**config.mk**
```make
export PLATFORM = sky130hd
export DESIGN_NAME = opl2_timer_ctrl
export DESIGN_NICKNAME = d
export VERILOG_FILES = /design/src/rtl/opl2_timer_ctrl.sv
export SDC_FILE = /design/constraint.sdc
export NUM_CORES = 1
export LEC_CHECK = 0
export ABC_AREA = 1
export BUFFER_PORTS_ARGS = -buffer_cell sky130_fd_sc_hd__buf_4
export CORE_MARGIN = 1.5
export CORE_UTILIZATION = 45
export DETAILED_ROUTE_END_ITERATION = 10
export GPL_ROUTABILITY_DRIVEN = 0
export GPL_TIMING_DRIVEN = 0
export HOLD_SLACK_MARGIN = 0.08
export PLACE_DENSITY = 0.67
export SYNTH_ARGS = -nofsm -noshare
export SYNTH_HDL_FRONTEND = slang
export SYNTH_SLANG_ARGS = --single-unit
```
**constraint.sdc**
```tcl
create_clock -name clk -period 1.7 [get_ports clk]
set_input_delay 0.17 -clock clk [delete_from_list [all_inputs] [get_ports clk]]
set_output_delay 0.17 -clock clk [all_outputs]
set_load 0.02 [all_outputs]
```
**src/rtl/opl2_timer_ctrl.sv**
```systemverilog
// Host-side register decode, overflow flag latching, status byte and IRQ
// generation for the two OPL2 timers.
module opl2_timer_ctrl #(
  parameter int unsigned REG_TIMER_WIDTH = 8,
  parameter logic [4:0]  STATUS_LOW_BITS = 5'b00110
) (
  input  logic                       clk,
  input  logic                       reset_n,
  input  logic                       addr,
  input  logic [7:0]                 din,
  input  logic                       wr,
  input  logic                       rd,
  output logic [7:0]                 dout,
  input  logic                       timer1_overflow_pulse,
  input  logic                       timer2_overflow_pulse,
  output logic [REG_TIMER_WIDTH-1:0] timer1_reg,
  output logic [REG_TIMER_WIDTH-1:0] timer2_reg,
  output logic                       start_timer1,
  output logic                       start_timer2,
  output logic                       irq_n
);

  localparam logic [7:0] ADDR_TIMER1 = 8'h02;
  localparam logic [7:0] ADDR_TIMER2 = 8'h03;
  localparam logic [7:0] ADDR_CTRL   = 8'h04;

  logic [7:0] reg_addr_r;
  logic       mask1_r;
  logic       mask2_r;
  logic       ft1_r;
  logic       ft2_r;

  logic       addr_wr_s;
  logic       data_wr_s;
  logic       ctrl_sel_s;
  logic       irq_reset_s;
  logic       ctrl_wr_s;
  logic       ft1_next_s;
  logic       ft2_next_s;
  logic [7:0] status_s;

  assign addr_wr_s   = wr & ~addr;
  assign data_wr_s   = wr & addr;
  assign ctrl_sel_s  = data_wr_s & (reg_addr_r == ADDR_CTRL);
  assign irq_reset_s = ctrl_sel_s & din[7];
  assign ctrl_wr_s   = ctrl_sel_s & ~din[7];

  // Set beats clear; masks sampled before any same-cycle control write
  assign ft1_next_s = (ft1_r & ~irq_reset_s) | (timer1_overflow_pulse & ~mask1_r);
  assign ft2_next_s = (ft2_r & ~irq_reset_s) | (timer2_overflow_pulse & ~mask2_r);

  assign status_s = {ft1_r | ft2_r, ft1_r, ft2_r, STATUS_LOW_BITS};

  // Register address latch, timer presets, masks and start levels
  always_ff @(posedge clk or negedge reset_n) begin
    if (!reset_n) begin
      reg_addr_r   <= 8'h00;
      timer1_reg   <= '0;
      timer2_reg   <= '0;
      mask1_r      <= 1'b0;
      mask2_r      <= 1'b0;
      start_timer1 <= 1'b0;
      start_timer2 <= 1'b0;
    end else begin
      if (addr_wr_s) begin
        reg_addr_r <= din;
      end
      if (data_wr_s && (reg_addr_r == ADDR_TIMER1)) begin
        timer1_reg <= din[REG_TIMER_WIDTH-1:0];
      end
      if (data_wr_s && (reg_addr_r == ADDR_TIMER2)) begin
        timer2_reg <= din[REG_TIMER_WIDTH-1:0];
      end
      if (ctrl_wr_s) begin
        mask1_r      <= din[6];
        mask2_r      <= din[5];
        start_timer2 <= din[1];
        start_timer1 <= din[0];
      end
    end
  end

  // Sticky overflow flags and the IRQ line, updated on the same edge
  always_ff @(posedge clk or negedge reset_n) begin
    if (!reset_n) begin
      ft1_r <= 1'b0;
      ft2_r <= 1'b0;
      irq_n <= 1'b1;
    end else begin
      ft1_r <= ft1_next_s;
      ft2_r <= ft2_next_s;
      irq_n <= ~(ft1_next_s | ft2_next_s);
    end
  end

  // Read data register; status reflects flags before this cycle's write
  always_ff @(posedge clk or negedge reset_n) begin
    if (!reset_n) begin
      dout <= 8'h00;
    end else if (rd) begin
      dout <= addr ? 8'hFF : status_s;
    end
  end

endmodule

```
==> metrics.md <==
| Metric | Value |
|---|---|
| Outcome | complete, no violations |
| Worst hold path type | in2reg |
| Wirelength per Cell | around 12 um |
| Syn. warnings | 0 |
| Core Util, Final | 0.6612 |
| Vias | 1166 |
| Cell taking the most area after synthesis | dfrtp_1 |
| Period minus WS final | 1387 ps |
| Crit. End Element | register |
| Routed wire length | around 3000 um |
| Critical path type | reg2reg |
| Slew Limit Fails | 0 |
| Fraction of layout instances using a drive strength above 1 | 0.4146 |
| Register clock-pin slew on the reported worst setup and hold paths | 110 ps |
| Pwr dens | around 1100 mW/mm^2 |
| Synthesis-stage register bit count | 36 |
| Pre-CTS setup slack | 329.3 ps |
| Antenna viol nets, final | 0 |
| Share of the synthesized area in the top cell type | 0.5733 |
| Sequential-to-total area share from yosys stat | 0.5905 |
| Setup WS post-layout | about 310 ps |
| Clk_skew | ~5.5 ps |
| Count of max-cap constraint violations | 0 |
| Worst slew pin tran | roughly 440 ps |
| CTS tree | done |
| Standard-cell rows | 20 |
| Reg2reg start | reg_addr_r[4]$_DFFE_PN0P_ |
| Post-CTS Hold Buffers | 5 |
| Syn Area/Cell | ~10 um^2 |
| First-pass GRT wire length | 4830 um |
| Die X | approximately 61 um |
| Most common library cells after synthesis | 36 x nand2_1, 35 x dfrtp_1, 16 x inv_1, 16 x o21ai_2, 13 x o21ai_0 |
| Worst skew pair latency | between 300 and 400 ps |
| FF-to-FF path depth | 7 |
| Total track usage | 0.1817 |
| Longest Clk Path Bufs | 2 |
| Critical-path maximum fanout | 10 |
| R2r endpoint | timer1_reg[2]$_DFFE_PN0P_ |
| Crit path launch | reg_addr_r[4]$_DFFE_PN0P_ |
| # diodes | 0 |
| Largest net degree at the start of global routing | 37 |
| Final hold vios | 0 |
| Setup violations, final | 0 |
| PortBufs | just over 40 |
| Mapped Cells | around 150 |
| GR Overflow Total | 0 |
| Hpwl dp | 2204 um |
| Clk sink count | 36 |
| Max-slew headroom | 0.7044 |
| Die Y | between 60 and 70 um |
| Die ar. | ~0.0038 mm^2 |
| Initial antenna violation count | 0 |
| Startpoint class of the critical path | register |
| Data required, critical path | just under 2000 ps |
| Fill cells | 270 |
| Detailed Routing Iterations Pass 1 | 4 |
| RSZ-0062 raised after global routing | no |
| Crit path arrival time | 1630 ps |
| Postcts setup bufs | 0 |
| Top cells by area, synth | dfrtp_1 57%, o21ai_2 9.2%, nand2_1 8.8% |
| Count leader, synth | nand2_1 |
| Setup TNS | 0 ps |
| Ys async rst share | 1.000 |
| R2r setup slk | ~310 ps |
| EDFF count, synth | 0 |
| Initial cell density of the core | 0.4884 |
| Achievable Freq | about 720 MHz |
| Core area | about 0.0031 mm^2 |
| Dominant synthesized flop cell | dfrtp_1 |
| Layout Nets | roughly 220 |
| TritonCTS Buffers | 5 |
| CP Capture Point | timer1_reg[2]$_DFFE_PN0P_ |
| Post-route clock period utilization | 0.8157 |
| Synth cell types | 20 |
| Ports | 42 |
| Htree depth | 2 |
| Peak supply drop | ~0.76 mV |
| Leakage | about 1.0 nW |
| Syn_nets | between 150 and 200 |
| Layout Area Growth over Synthesis | 35.38% |
| HP Start | din[3] |
| Initial drt markers | 46 |
| Vias in the first global route | around 1100 |
| Via density | 4.683 |
| Synthesized area | 0.001528 mm^2 |
| Post-CTS sizing | 0 |
| Drt drc | 0 |
| Root Buffer | clkbuf_4 |
## cells in the final DEF (no fill, tap or decap), types with 2 or more instances in the layout
cell and instances:
a31oi_1 2, o21ai_2 16, dfrtp_1 35, clkbuf_4 5, o21ai_0 13, buf_6 2, buf_4 44, inv_1 16
inv_2 2, nand2_2 6, bufinv_16 3, nand2_1 36, nand4_1 2, nor2_1 10, dlygate4sd3_1 5
## area by class of cell
cell class,count,area [um^2],share of cell area
multi-input cells,91,508.0,0.2456
well taps,44,55.05,0.02662
flip-flops and latches,36,902.1,0.4362
clock inverters,3,90.09,0.04356
clock buffers,5,37.54,0.01815
inverters,18,67.56,0.03267
plain buffers,6,50.05,0.02420
repair buffers,46,357.8,0.1730
## how the worst min path moves through the flow
stage | slack [ps] | cells after the start | to
after floorplan | -130 | 0 | dout[2]$_DFFE_PN0P_
after global placement | 140 | 1 | timer2_reg[2]$_DFFE_PN0P_
after detailed placement | 150 | 1 | timer1_reg[2]$_DFFE_PN0P_
after CTS | 100 | 3 | timer2_reg[3]$_DFFE_PN0P_
after global routing | 110 | 3 | timer2_reg[3]$_DFFE_PN0P_
final | 120 | 3 | timer2_reg[3]$_DFFE_PN0P_
## where the power goes
group          switching (W)  total [W]  internal, W
Sequential         0.0000615    0.00101     0.000949
Clock               0.000287   0.000892     0.000606
Combinational       0.000243   0.000435     0.000192
## worst max-delay path, stage by stage (launching register included)
cell and delay [ps]:
dfrtp_1 420, inv_2 80, nand2_4 60, nor3_4 250, nand2_2 170, buf_6 200, nand2_2 60, o21ai_2 40
## logic make-up (layout without fill, tap and decap cells)
kind of cell           after synthesis  after routing  synth area share
AND/OR/NAND/NOR                     60             60            0.1900
flip-flops                          36             36            0.5905
AO/OA/AOI/OAI                       31             31            0.1425
buffers and inverters               24             78           0.07698
## metal layers
metal  track usage  up-vias  part of all wire
met2        0.3040       36              0.50
met5             0        -                 0
li1              -      584                 -
met1        0.2164      540              0.43
met4       0.09317        0             0.019
met3       0.04622        6             0.053
## per-stage QoR
step / hold slack, ps / power (W) / area (um^2) / instances
floorplan: -125.6 / 0.001269 / 1528 / 151
global placement: 141.8 / 0.001445 / 1891 / 236
detailed placement: 148.5 / 0.001458 / 1891 / 236
CTS: 102.8 / 0.002367 / 2068 / 249
global route: 109.3 / 0.002448 / 2068 / 249
finish: 115.0 / 0.002337 / 2068 / 249
Power figures use the tool's default switching activity.
